`src/rtl/hdlc_tx_loader_if.sv`:
```
// rtl/hdlc_tx_loader_if.sv - byte stream and HDLC register bus bundle for hdlc_tx_loader
interface hdlc_tx_loader_if;
    logic       s_valid;
    logic [7:0] s_data;
    logic       s_last;
    logic       s_ready;
    logic [2:0] Address;
    logic       WriteEnable;
    logic       ReadEnable;
    logic [7:0] DataIn;
    logic [7:0] DataOut;

    // loader side: consumes the byte stream, masters the register bus
    modport master (
        input  s_valid, s_data, s_last, DataOut,
        output s_ready, Address, WriteEnable, ReadEnable, DataIn
    );

    // environment side: byte source plus HDLC register file
    modport slave (
        output s_valid, s_data, s_last, DataOut,
        input  s_ready, Address, WriteEnable, ReadEnable, DataIn
    );
endinterface

```
`src/rtl/hdlc_tx_loader.sv`:
```
// rtl/hdlc_tx_loader.sv - loads a frame into the HDLC Tx buffer, starts it and polls for completion
module hdlc_tx_loader #(
    parameter int MAX_BYTES = 126,
    parameter int POLL_GAP  = 4
) (
    input  logic             Clk,
    input  logic             Rst,
    hdlc_tx_loader_if.master bus,
    input  logic             abort_req,
    output logic             busy,
    output logic             frame_sent,
    output logic             frame_aborted,
    output logic             overflow_err,
    output logic [6:0]       byte_cnt
);
    typedef enum logic [2:0] {
        IDLE, LOAD, START, GAP, POLL, SAMPLE, ABORT, DRAIN
    } state_t;

    localparam int GapW = (POLL_GAP < 1) ? 1 : $clog2(POLL_GAP + 1);
    // The write issued on leaving START/ABORT occupies the first GAP cycle,
    // so those entries count one extra cycle; re-polls from SAMPLE do not.
    localparam logic [GapW-1:0] GapFirst  = GapW'(POLL_GAP);
    localparam logic [GapW-1:0] GapNext   = GapW'((POLL_GAP > 0) ? POLL_GAP - 1 : 0);
    localparam logic [6:0]      MaxCnt    = 7'(MAX_BYTES);
    localparam logic [2:0]      AddrSc    = 3'd0;
    localparam logic [2:0]      AddrBuff  = 3'd1;
    localparam logic [7:0]      CmdEnable = 8'h02;
    localparam logic [7:0]      CmdAbort  = 8'h04;

    state_t          state;
    logic [GapW-1:0] gapCnt;
    logic            take;

    assign take = bus.s_valid && bus.s_ready;

    // frame sequencer; every output is a register updated alongside the state
    always_ff @(posedge Clk or negedge Rst) begin
        if (!Rst) begin
            state            <= IDLE;
            gapCnt           <= '0;
            bus.s_ready      <= 1'b0;
            bus.Address      <= 3'd0;
            bus.WriteEnable  <= 1'b0;
            bus.ReadEnable   <= 1'b0;
            bus.DataIn       <= 8'd0;
            busy             <= 1'b0;
            frame_sent       <= 1'b0;
            frame_aborted    <= 1'b0;
            overflow_err     <= 1'b0;
            byte_cnt         <= 7'd0;
        end else begin
            bus.WriteEnable <= 1'b0;
            bus.ReadEnable  <= 1'b0;
            bus.Address     <= 3'd0;
            bus.DataIn      <= 8'd0;
            frame_sent      <= 1'b0;
            frame_aborted   <= 1'b0;
            case (state)
                IDLE: begin
                    bus.s_ready <= 1'b1;
                    if (take) begin
                        bus.WriteEnable <= 1'b1;
                        bus.Address     <= AddrBuff;
                        bus.DataIn      <= bus.s_data;
                        byte_cnt        <= 7'd1;
                        overflow_err    <= 1'b0;
                        busy            <= 1'b1;
                        if (bus.s_last) begin
                            state       <= START;
                            bus.s_ready <= 1'b0;
                        end else begin
                            state <= LOAD;
                        end
                    end
                end
                LOAD: begin
                    if (abort_req) begin
                        // a byte carrying s_last in the abort cycle already closes the frame
                        if (take && bus.s_last) begin
                            state <= IDLE;
                            busy  <= 1'b0;
                        end else begin
                            state <= DRAIN;
                        end
                    end else if (take) begin
                        if (byte_cnt == MaxCnt && !bus.s_last) begin
                            overflow_err <= 1'b1;
                            state        <= DRAIN;
                        end else begin
                            bus.WriteEnable <= 1'b1;
                            bus.Address     <= AddrBuff;
                            bus.DataIn      <= bus.s_data;
                            byte_cnt        <= byte_cnt + 7'd1;
                            if (bus.s_last) begin
                                state       <= START;
                                bus.s_ready <= 1'b0;
                            end
                        end
                    end
                end
                DRAIN: begin
                    if (take && bus.s_last) begin
                        state <= IDLE;
                        busy  <= 1'b0;
                    end
                end
                START: begin
                    if (abort_req) begin
                        state <= ABORT;
                    end else begin
                        bus.WriteEnable <= 1'b1;
                        bus.Address     <= AddrSc;
                        bus.DataIn      <= CmdEnable;
                        gapCnt          <= GapFirst;
                        state           <= GAP;
                    end
                end
                GAP: begin
                    if (abort_req) begin
                        state <= ABORT;
                    end else if (gapCnt == '0) begin
                        bus.ReadEnable <= 1'b1;
                        bus.Address    <= AddrSc;
                        state          <= POLL;
                    end else begin
                        gapCnt <= gapCnt - GapW'(1);
                    end
                end
                POLL: begin
                    state <= abort_req ? ABORT : SAMPLE;
                end
                SAMPLE: begin
                    if (abort_req) begin
                        state <= ABORT;
                    end else if (bus.DataOut[3]) begin
                        frame_aborted <= 1'b1;
                        busy          <= 1'b0;
                        bus.s_ready   <= 1'b1;
                        state         <= IDLE;
                    end else if (bus.DataOut[0]) begin
                        frame_sent  <= 1'b1;
                        busy        <= 1'b0;
                        bus.s_ready <= 1'b1;
                        state       <= IDLE;
                    end else if (POLL_GAP == 0) begin
                        bus.ReadEnable <= 1'b1;
                        bus.Address    <= AddrSc;
                        state          <= POLL;
                    end else begin
                        gapCnt <= GapNext;
                        state  <= GAP;
                    end
                end
                ABORT: begin
                    bus.WriteEnable <= 1'b1;
                    bus.Address     <= AddrSc;
                    bus.DataIn      <= CmdAbort;
                    gapCnt          <= GapFirst;
                    state           <= GAP;
                end
                default: state <= IDLE;
            endcase
        end
    end
endmodule

```
`src/flat_wrapper.sv`:
```
// flat-port wrapper written by rule: the top's interface ports become plain ports
module hdlc_tx_loader_flat 
#(
    parameter int MAX_BYTES = 126,
    parameter int POLL_GAP  = 4
)
  (Clk, Rst, abort_req, busy, frame_sent, frame_aborted, overflow_err, byte_cnt, bus_s_valid, bus_s_data, bus_s_last, bus_DataOut, bus_s_ready, bus_Address, bus_WriteEnable, bus_ReadEnable, bus_DataIn);
  hdlc_tx_loader_if bus_i ();
  input  logic Clk;
  input  logic Rst;
  input  logic abort_req;
  output logic busy;
  output logic frame_sent;
  output logic frame_aborted;
  output logic overflow_err;
  output logic [6:0] byte_cnt;
  input wire logic [$bits(bus_i.s_valid)-1:0] bus_s_valid;
  input wire logic [$bits(bus_i.s_data)-1:0] bus_s_data;
  input wire logic [$bits(bus_i.s_last)-1:0] bus_s_last;
  input wire logic [$bits(bus_i.DataOut)-1:0] bus_DataOut;
  output wire logic [$bits(bus_i.s_ready)-1:0] bus_s_ready;
  output wire logic [$bits(bus_i.Address)-1:0] bus_Address;
  output wire logic [$bits(bus_i.WriteEnable)-1:0] bus_WriteEnable;
  output wire logic [$bits(bus_i.ReadEnable)-1:0] bus_ReadEnable;
  output wire logic [$bits(bus_i.DataIn)-1:0] bus_DataIn;
  assign bus_i.s_valid = bus_s_valid;
  assign bus_i.s_data = bus_s_data;
  assign bus_i.s_last = bus_s_last;
  assign bus_i.DataOut = bus_DataOut;
  assign bus_s_ready = bus_i.s_ready;
  assign bus_Address = bus_i.Address;
  assign bus_WriteEnable = bus_i.WriteEnable;
  assign bus_ReadEnable = bus_i.ReadEnable;
  assign bus_DataIn = bus_i.DataIn;
  hdlc_tx_loader #(.MAX_BYTES(MAX_BYTES), .POLL_GAP(POLL_GAP)) u_core (.Clk(Clk), .Rst(Rst), .bus(bus_i), .abort_req(abort_req), .busy(busy), .frame_sent(frame_sent), .frame_aborted(frame_aborted), .overflow_err(overflow_err), .byte_cnt(byte_cnt));
endmodule
```
`config.mk`:
```
export PLATFORM = sky130hd
export DESIGN_NAME = hdlc_tx_loader_flat
export DESIGN_NICKNAME = d
export VERILOG_FILES = /design/src/rtl/hdlc_tx_loader_if.sv /design/src/rtl/hdlc_tx_loader.sv /design/src/flat_wrapper.sv
export SDC_FILE = /design/constraint.sdc
export NUM_CORES = 1
export LEC_CHECK = 0
export CORE_MARGIN = 3
export CORE_UTILIZATION = 44
export CTS_BUF_LIST = sky130_fd_sc_hd__clkbuf_8
export CTS_CLUSTER_SIZE = 24
export DETAILED_ROUTE_END_ITERATION = 8
export PLACE_DENSITY_LB_ADDON = 0.25
export SYNTH_ARGS = -nofsm -noshare
export SYNTH_HDL_FRONTEND = slang
export SYNTH_SLANG_ARGS = --single-unit
```
`constraint.sdc`:
```
create_clock -name Clk -period 1.6 [get_ports Clk]
set_clock_uncertainty 0.05 [all_clocks]
set_input_delay 0.32 -clock Clk [delete_from_list [all_inputs] [get_ports Clk]]
set_output_delay 0.32 -clock Clk [all_outputs]
set_load 0.005 [all_outputs]
```
==> results.ini, run 1 <==
[power_and_ir_drop]
p_sw_w = 0.00158
intPower_w = 0.00251
switching_share = 0.386
ir_drop_mv = 0.820
finalPower_w = 0.00409
p_leak_nw = 1.22
seq_power_share = 0.261
pwr-share-comb = 0.570
power_density_nw_per_um2 = 1530
p_clk_frac = 0.169

[clocking]
clkTransAtPathRegs_ps = 70
clockBufferDepth = 2
ctsHoldBuffers = 0
cts_tree = done
cts_buffers = 5
cts_max_level = 2
cts_root_buf = clkbuf_8
cts.sinks = 29
clk_latency_ps = 290

[final_layout]
num-nets-final = 270
antenna_cells = 0
fin_area_um2 = 2680
drive_gt1_frac = 0.402
syn_to_final_growth_pct = 69.9
final_cells = 292

[detailed_routing]
wl_per_cell_um = 17.9
routed_via_density = 5.71
first_pass_iters = 4
drt_wl_total_um = 5240
route.vias.total = 1666
antenna_left = 0
drc = 0
dr.first_iter.drc_count = 143

[synthesis]
synth_seq_cells = 29
yosysTopAreaCell = dfrtp_1
synthSimpleGateAreaFrac = 0.248
ys_seq_area_frac = 0.460
synth_compound_area_frac = 0.180
synth_xor_xnor_area_share = 0.00555
synth_top_cells_by_area = dfrtp_1 (46%), a21oi_1 (4.1%), and2_1 (3.2%), ha_1 (3.2%), or4_1 (2.9%)
synth-main-ff-cell = dfrtp_1
yosys_warnings = 0
synth_area_um2 = 1580
synth-async-reset-ratio = 1.00
synth_edf_count = 0
synth_fa_ha_area_frac = 0.0317
avgSynthCellArea_um2 = 9.68
synth_top_area_frac = 0.460
synthMuxAreaShare = 0.0270
ys_types = 48
synth_top_family_by_area = simple AND/OR/NAND/NOR gates
synthCells = 163

[floorplanning]
die_area_um2 = 4340
core_um2 = 3390
boundaryPins = 46
dieHeight_um = 65.9
start_util = 0.465
placementRows = 21
chipWidth_um = 65.9

[placement]
io_buffer_count = 37
gp_congestion = 0.889
pre_cts_ws_ps = -525
dp_cells = 275
dp_hpwl_um = 2910
postPlaceCellArea_um2 = 2290

[worst_setup_path]
timing.reg2reg.setup_slack_ps = -200
crit_type = flip-flop to flip-flop
endpoint_kind = flip-flop
required_ps = 1730
r2r_end = u_core.byte_cnt[0]
r2r-start = u_core.byte_cnt[0]
start_kind = flip-flop
critPathMaxFanout = 4
rr_worst_depth = 7
arrival_ps = 1930

[global_route]
grt_max_degree = 30
grt_pass1_wl_um = 7690
track_usage = 0.235
gr-total-overflow = 0
antenna_found_initial = 0
grt_pass1_vias = 1594

[status]
outcome = finished, violations left
violations = negative setup slack

[timing]
fmaxAchievable_mhz = 555
slew_violations = 0
period_minus_slack_ps = 1800
grt_setup_unrepaired = yes
setup_ws_ps = -201
hold_viol = 0
period_share = 1.13
setup-violations-final = 22

[run]
maxCapViolCount = 0

[hold_path]
hold_path_class = input port to async pin

==> cell usage after synthesis, types with 2 or more instances <==
cell,instances
buf_2,3
o31ai_1,2
ha_1,4
a22o_1,2
clkbuf_1,4
inv_1,6
o22ai_1,2
or4_1,6
buf_4,2
and3_1,4
nor3_1,2
nand3_1,2
dfrtp_1,29
mux2i_1,2
nand2b_1,3
nor4_1,3
nand4b_1,2
nand4_1,2
o21ai_0,7
a21oi_1,13
and2_1,8
o211ai_1,4
or3_1,2
mux2_2,2
nor2b_1,6
nand2_1,10
nor2_1,10
==> layout by cell type, fill, tap and decap left out, types with 2 or more instances in the layout <==
| cell | instances |
|---|---|
| buf_12 | 2 |
| clkdlybuf4s50_1 | 27 |
| conb_1 | 2 |
| ha_4 | 2 |
| a21oi_1 | 12 |
| o21ai_0 | 2 |
| clkbuf_8 | 7 |
| and3_1 | 4 |
| nor2b_1 | 2 |
| and2_4 | 6 |
| nand2_2 | 2 |
| ha_1 | 2 |
| o211ai_1 | 4 |
| nand4_1 | 2 |
| buf_6 | 7 |
| o21ai_1 | 4 |
| or4_1 | 3 |
| dfrtp_2 | 2 |
| and2_1 | 2 |
| or4_4 | 3 |
| buf_4 | 37 |
| inv_2 | 3 |
| mux2i_1 | 2 |
| nor2b_4 | 2 |
| nor3_1 | 2 |
| nor2b_2 | 2 |
| dfrtp_1 | 27 |
| a22o_1 | 2 |
| nor2_1 | 10 |
| inv_1 | 3 |
| nand4b_1 | 2 |
| nand2_1 | 7 |
| dlygate4sd2_1 | 9 |
| nand3_2 | 2 |
==> worst max-delay path, cell delays in order (launching register included) <==
cell and delay [ps]:
dfrtp_1 410, inv_2 90, ha_4 140, nand3b_1 100, o211ai_1 350, buf_4 200, nand2_4 80, mux2_4 270
==> metrics by stage <==
stage	TNS [ps]	hold slack, ps	util
6_report	-2570	371	0.791
5_1_grt	-4230	403	0.791
4_1_cts	-1410	381	0.742
3_5_place_dp	-9660	418	0.675
3_3_place_gp	-8640	417	0.675
2_1_floorplan	-37.7	-25.6	-
==> power groups by stage <==
stage               Sequential, W  Clock, W  Combinational [W]
global placement          0.00104         0            0.00172
global route              0.00109  0.000731            0.00249
CTS                       0.00103  0.000687            0.00188
finish                    0.00107  0.000691            0.00233
detailed placement        0.00104         0            0.00176
floorplan                 0.00106         0           0.000926
==> how the worst max path moves through the flow <==
| stage | start | endpoint | slack, ps | cells after the start |
|---|---|---|---|---|
| global placement | abort_req | u_core.byte_cnt[2] | -460 | 6 |
| CTS | u_core.state[2] | u_core.byte_cnt[4] | -130 | 4 |
| detailed placement | abort_req | u_core.byte_cnt[4] | -530 | 5 |
| global route | u_core.byte_cnt[0] | u_core.byte_cnt[0] | -280 | 7 |
| floorplan | u_core.state[2] | u_core.byte_cnt[6] | -30 | 5 |
| finish | u_core.byte_cnt[0] | u_core.byte_cnt[0] | -200 | 7 |
==> metal layers <==
| layer | vias to the layer above | part of all wire | GRT usage | wire (um) |
|---|---|---|---|---|
| li1 | 756 | - | - | - |
| met1 | 791 | 0.40 | 0.286 | 2080 |
| met2 | 97 | 0.49 | 0.394 | 2550 |
| met3 | 22 | 0.074 | 0.0595 | 389 |
| met4 | 0 | 0.041 | 0.0959 | 216 |
| met5 | - | 0 | 0 | 0 |
==> sequential cells by signal, indices dropped and copies added (netlist names), 3 cells and up <==
register,flops
u_core.bus.DataIn,8
u_core.byte_cnt,7
u_core.gapCnt,3
u_core.state,3
==> kinds of logic (layout without fill, tap and decap cells) <==
group           after synthesis  in the layout
fa+ha+maj                     4              4
simple gates                 65             65
xor+xnor                      1              1
buf+inv                      16             98
flops                        29             29
other cells                   1              2
mux                           4              4
compound gates               43             43
==> final cells by class <==
| type | count | area (um2) |
|---|---|---|
| Clock buffer | 7 | 96.3 |
| Clock inverter | 1 | 5.00 |
| Fill cell | 183 | 708 |
| Inverter | 6 | 22.5 |
| Multi-Input combinational cell | 119 | 1010 |
| Sequential cell | 29 | 728 |
| Tap cell | 46 | 57.6 |
| Timing Repair Buffer | 84 | 763 |
==> timing repair <==
| action | 4_1_cts | 5_1_grt |
|---|---|---|
| pin swaps | 16 | 17 |
| endpoints found under the setup margin | 32 | 27 |
| setup buffers | 6 | 4 |
| gates cloned | 0 | 1 |
| resized for setup | 35 | 36 |
No activity file was read; power rests on OpenSTA's default activity.
==> run 2, diff against run 1 <==
--- a/config.mk
+++ b/config.mk
@@ -10,7 +10,9 @@
 export CTS_BUF_LIST = sky130_fd_sc_hd__clkbuf_8
 export CTS_CLUSTER_SIZE = 24
 export DETAILED_ROUTE_END_ITERATION = 8
+export MAX_ROUTING_LAYER = met4
 export PLACE_DENSITY_LB_ADDON = 0.25
 export SYNTH_ARGS = -nofsm -noshare
 export SYNTH_HDL_FRONTEND = slang
 export SYNTH_SLANG_ARGS = --single-unit
+export TNS_END_PERCENT = 5
==> results.ini, run 2 (synthesized netlist as in run 1, its figures left out) <==
[floorplanning]
start_util = 0.465  ; unchanged
core_um2 = 3390  ; unchanged
dieHeight_um = 65.9  ; unchanged
placementRows = 21  ; unchanged
chipWidth_um = 65.9  ; unchanged
boundaryPins = 46  ; unchanged
die_area_um2 = 4340  ; unchanged

[timing]
setup_ws_ps = -154  ; was -201 ps
slew_violations = 0  ; unchanged
grt_setup_unrepaired = yes  ; unchanged
period_share = 1.10  ; was 1.13
setup-violations-final = 9  ; was 22
tns_ps = -790  ; was -2570 ps
hold_viol = 0  ; unchanged
period_minus_slack_ps = 1750  ; was 1800 ps
fmaxAchievable_mhz = 570  ; was 555 MHz

[detailed_routing]
antenna_left = 0  ; unchanged
routed_via_density = 5.63  ; was 5.71
dr.first_iter.drc_count = 104  ; was 143
route.vias.total = 1611  ; was 1666
wl_per_cell_um = 15.1  ; was 17.9 um
drt_wl_total_um = 4320  ; was 5240 um
drc = 0  ; unchanged
first_pass_iters = 4  ; unchanged

[clocking]
cts_buffers = 5  ; unchanged
cts.sinks = 29  ; unchanged
cts_tree = done  ; unchanged
cts_root_buf = clkbuf_8  ; unchanged
clockBufferDepth = 2  ; unchanged
cts_max_level = 2  ; unchanged
clkTransAtPathRegs_ps = 60  ; was 70 ps
clk_latency_ps = 280  ; was 290 ps

[power_and_ir_drop]
power_density_nw_per_um2 = 1430  ; was 1530 nW/um2
p_leak_nw = 1.14  ; was 1.22 nW
finalPower_w = 0.00355  ; was 0.00409 W
ir_drop_mv = 0.864  ; was 0.820 mV

[final_layout]
final_cell_mix = buf_4 (35), dfrtp_1 (29), clkdlybuf4s50_1 (28)  ; was buf_4 (37), clkdlybuf4s50_1 (27), dfrtp_1 (27)
fin_util = 0.731  ; was 0.791
fin_area_um2 = 2480  ; was 2680 um2
largest-register = u_core.bus.DataIn  ; unchanged
largestRegisters = u_core.bus.DataIn (8), u_core.byte_cnt (7)  ; unchanged
syn_to_final_growth_pct = 57.1  ; was 69.9%
antenna_cells = 0  ; unchanged
layout_commonest_cell = buf_4  ; unchanged
final_cells = 286  ; was 292
num-nets-final = 264  ; was 270
largest_reg_flops = 8  ; unchanged
drive_gt1_frac = 0.288  ; was 0.402

[worst_setup_path]
slowest_delay_ps = 410  ; about the same
crit_type = flip-flop to flip-flop  ; unchanged
path_delay_family = simple AND/OR/NAND/NOR gates  ; was flip-flops
crit_path_top_delay_cell = dfrtp_1  ; unchanged
cp-startpoint = u_core.state[2]  ; was u_core.byte_cnt[0]
path_cells = nor4b_4 > o211ai_1 > buf_4 > or4_4 > a21oi_2  ; was inv_2 > ha_4 > nand3b_1 > o211ai_1 > buf_4 > nand2_4 > mux2_4
crit_buf_inv = 1  ; was 2
critPathMaxFanout = 3  ; was 4
arrival_ps = 1910  ; was 1930 ps
r2r-start = u_core.state[2]  ; was u_core.byte_cnt[0]
timing.reg2reg.setup_slack_ps = -150  ; was -200 ps
r2r_end = u_core.byte_cnt[6]  ; was u_core.byte_cnt[0]
start_kind = flip-flop  ; unchanged
required_ps = 1760  ; was 1730 ps
endpoint_kind = flip-flop  ; unchanged
rr_worst_depth = 5  ; was 7

[global_route]
track_usage = 0.215  ; was 0.235
antenna_found_initial = 0  ; unchanged
gr-total-overflow = 0  ; unchanged
grt_pass1_wl_um = 7020  ; was 7690 um
grt_max_degree = 30  ; unchanged
grt_pass1_vias = 1552  ; was 1594

[placement]
io_buffer_count = 37  ; unchanged
gp_congestion = 0.887  ; was 0.889
dp_cells = 275  ; unchanged
postPlaceCellArea_um2 = 2260  ; was 2290 um2
dp_hpwl_um = 2990  ; was 2910 um

[hold_path]
hold_path_class = input port to async pin  ; unchanged

[run]
maxCapViolCount = 0  ; unchanged

[status]
violations = negative setup slack  ; unchanged
outcome = finished, violations left  ; unchanged

## run 2: how the worst max path moves through the flow
stage                                     to  slack (ps)  cells past startpoint
after floorplan           u_core.byte_cnt[6]         -30                      7
after global placement    u_core.byte_cnt[4]        -540                      5
after detailed placement  u_core.byte_cnt[4]        -610                      5
after CTS                 u_core.byte_cnt[6]        -180                      5
after global routing         u_core.state[0]        -210                      6
final                     u_core.byte_cnt[6]        -150                      5
## run 2: layer usage
metal  up-vias  share of wire  GRT usage  wire length [um]
li1        750              -          -                 -
met1       766           0.43      0.276              1860
met2        91           0.48      0.323              2080
met3         4          0.077     0.0612               331
met4         0          0.010     0.0751                44
met5         -              0          -                 0
## run 2: through the flow
| stage | hold slack [ps] | worst slack (ps) |
|---|---|---|
| after floorplan | -25.6 | -29.0 |
| after global placement | 415 | -537 |
| after detailed placement | 418 | -609 |
| after CTS | 391 | -176 |
| after global routing | 403 | -209 |
| final | 378 | -154 |
## run 2: what timing repair did
action                     4_1_cts  5_1_grt
gates resized for setup         18       20
hold buffers                     0        0
buffers inserted                 3        0
pin swaps                        8        8
cloned                           0        0
setup endpoints to repair       32       24
## run 2: cell type report
| class | count | area (um2) |
|---|---|---|
| clock inverter | 3 | 13.8 |
| multi-input combinational | 119 | 895 |
| fill | 225 | 911 |
| timing repair buffer | 78 | 693 |
| sequential | 29 | 726 |
| clock buffer | 5 | 68.8 |
| inverter | 6 | 25.0 |
| tap | 46 | 57.6 |
## run 2: report_power, final
part / switching [W] / internal, W / leakage [nW]
combinational: 0.000951 / 0.00100 / 0.708
clock: 0.000271 / 0.000294 / 0.0491
sequential: 0.000118 / 0.000915 / 0.382
==> run 3, diff against run 2 <==
--- a/config.mk
+++ b/config.mk
@@ -7,7 +7,7 @@
 export LEC_CHECK = 0
 export CORE_MARGIN = 3
 export CORE_UTILIZATION = 44
-export CTS_BUF_LIST = sky130_fd_sc_hd__clkbuf_8
+export CTS_BUF_LIST = sky130_fd_sc_hd__clkbuf_2
 export CTS_CLUSTER_SIZE = 24
 export DETAILED_ROUTE_END_ITERATION = 8
 export MAX_ROUTING_LAYER = met4
==> results.ini, run 3 (synthesized netlist as in run 1, its figures left out) <==
[status]
outcome = finished, violations left  ; unchanged
violations = negative setup slack  ; unchanged

[final_layout]
largest_reg_flops = 8  ; unchanged
final_cells = 288  ; was 286
fin_area_um2 = 2530  ; was 2480 um2
num-nets-final = 266  ; was 264
syn_to_final_growth_pct = 60.6  ; was 57.1%
layout_commonest_cell = buf_4  ; unchanged
largestRegisters = u_core.bus.DataIn (8), u_core.byte_cnt (7)  ; unchanged
largest-register = u_core.bus.DataIn  ; unchanged
drive_gt1_frac = 0.326  ; was 0.288
nFillCells = 220  ; was 225
final_cell_mix = buf_4 (34), dfrtp_1 (29), clkdlybuf4s50_1 (15)  ; was buf_4 (35), dfrtp_1 (29), clkdlybuf4s50_1 (28)
antenna_cells = 0  ; unchanged

[timing]
fmaxAchievable_mhz = 544  ; was 570 MHz
period_share = 1.15  ; was 1.10
period_minus_slack_ps = 1840  ; was 1750 ps
setup_ws_ps = -237  ; was -154 ps
tns_ps = -1400  ; was -790 ps
slew_violations = 0  ; unchanged
hold_viol = 0  ; unchanged
hold_ws_ps = 270  ; was 378 ps
setup-violations-final = 19  ; was 9
grt_setup_unrepaired = yes  ; unchanged

[floorplanning]
boundaryPins = 46  ; unchanged
core_um2 = 3390  ; unchanged
chipWidth_um = 65.9  ; unchanged
die_area_um2 = 4340  ; unchanged
dieHeight_um = 65.9  ; unchanged
placementRows = 21  ; unchanged
start_util = 0.465  ; unchanged

[power_and_ir_drop]
pwr-share-comb = 0.604  ; was 0.550
seq_power_share = 0.292  ; was 0.291
intPower_w = 0.00210  ; was 0.00221 W
p_clk_frac = 0.104  ; was 0.159
p_leak_nw = 1.37  ; was 1.14 nW
p_sw_w = 0.00142  ; was 0.00134 W
ir_drop_mv = 0.757  ; was 0.864 mV
power_density_nw_per_um2 = 1390  ; was 1430 nW/um2
switching_share = 0.404  ; was 0.378

[detailed_routing]
wl_per_cell_um = 16.3  ; was 15.1 um
dr.first_iter.drc_count = 90  ; was 104
drc = 0  ; unchanged
route.vias.total = 1643  ; was 1611
routed_via_density = 5.70  ; was 5.63
first_pass_iters = 4  ; unchanged
antenna_left = 0  ; unchanged
drt_wl_total_um = 4690  ; was 4320 um

[clocking]
cts_buffers = 5  ; unchanged
clkTransAtPathRegs_ps = 170  ; was 60 ps
cts_root_buf = clkbuf_2  ; was clkbuf_8
ctsHoldBuffers = 0  ; unchanged
cts_max_level = 2  ; unchanged
clk_latency_ps = 360  ; was 280 ps
cts_tree = done  ; unchanged
clockBufferDepth = 2  ; unchanged
cts.sinks = 29  ; unchanged

[placement]
dp_cells = 275  ; unchanged
postPlaceCellArea_um2 = 2260  ; unchanged
dp_hpwl_um = 2990  ; unchanged
io_buffer_count = 37  ; unchanged
gp_congestion = 0.887  ; unchanged

[worst_setup_path]
endpoint_kind = flip-flop  ; unchanged
arrival_ps = 2080  ; was 1910 ps
required_ps = 1840  ; was 1760 ps
critPathMaxFanout = 4  ; was 3
start_kind = input port  ; was flip-flop
crit_type = input port to flip-flop  ; was flip-flop to flip-flop

[global_route]
gr-total-overflow = 0  ; unchanged
grt_pass1_wl_um = 7160  ; was 7020 um
grt_max_degree = 30  ; unchanged
track_usage = 0.219  ; was 0.215
antenna_found_initial = 0  ; unchanged
grt_pass1_vias = 1549  ; was 1552

[hold_path]
hold_path_class = input port to async pin  ; unchanged

[run]
maxCapViolCount = 0  ; unchanged

## run 3: cell count changes in the layout (fill, tap and decap cells not counted), moves of 3 or more
cell,delta
clkdlybuf4s50_1,-13
clkbuf_2,+6
dlymetal6s2s_1,+13
clkbuf_8,-5
o21ai_0,-3
o21ai_1,+3
## run 3: power by group through the flow
stage | registers, W | clock network [W] | logic (W)
final | 0.00103 | 0.000368 | 0.00213
after global routing | 0.00105 | 0.000412 | 0.00229
after floorplan | 0.00106 | 0 | 0.000917
after CTS | 0.00103 | 0.000374 | 0.00189
after detailed placement | 0.00103 | 0 | 0.00173
after global placement | 0.00102 | 0 | 0.00167
## run 3: area by class of cell
| class | count | area, um2 | area share |
|---|---|---|---|
| clock buffers | 6 | 30.0 | 0.0119 |
| repair buffers | 80 | 762 | 0.301 |
| flip-flops and latches | 29 | 726 | 0.286 |
| well taps | 46 | 57.6 | 0.0227 |
| clock inverters | 2 | 10.0 | 0.00395 |
| multi-input cells | 119 | 926 | 0.365 |
| inverters | 6 | 22.5 | 0.00889 |
## run 3: metrics by stage
| step | worst slack, ps | power, W | util |
|---|---|---|---|
| 3_3_place_gp | -537 | 0.00269 | 0.668 |
| 6_report | -237 | 0.00353 | 0.748 |
| 4_1_cts | -205 | 0.00329 | 0.712 |
| 3_5_place_dp | -609 | 0.00276 | 0.668 |
| 5_1_grt | -259 | 0.00376 | 0.748 |
| 2_1_floorplan | -29.0 | 0.00198 | - |
## run 3: timing repair
| item | 4_1_cts | 5_1_grt |
|---|---|---|
| setup buffers | 4 | 1 |
| gates cloned | 0 | 0 |
| endpoints found under the setup margin | 33 | 41 |
| pin swaps | 10 | 10 |
| gates resized for setup | 30 | 36 |
## run 3: per-layer routing
metal | routed length, um | up-vias | global-route usage | share of wire
met2 | 2330 | 89 | 0.349 | 0.50
met4 | 93 | 0 | 0.0829 | 0.020
met5 | 0 | - | - | 0
met3 | 351 | 14 | 0.0408 | 0.075
met1 | 1920 | 788 | 0.276 | 0.41
li1 | - | 752 | - | -
## run 3: path summary, 6_finish.rpt
path                                 start                   end  slack [ps]  cells past startpoint
setup / recovery                 abort_req    u_core.byte_cnt[4]        -240                      6
hold / removal                         Rst       u_core.state[1]         270                      2
setup reg to reg           u_core.state[2]    u_core.byte_cnt[4]        -210                      5
hold reg to reg                u_core.busy           u_core.busy         450                      1
max in group asynchronous              Rst  u_core.bus.DataIn[6]         950                      2
min in group Clk               u_core.busy           u_core.busy         450                      1
## run 3: critical path, cell delays in order
cell	delay, ps
clkdlybuf4s50_1	480
nor4b_4	340
o211ai_1	160
buf_4	180
or4_1	470
a21oi_1	130
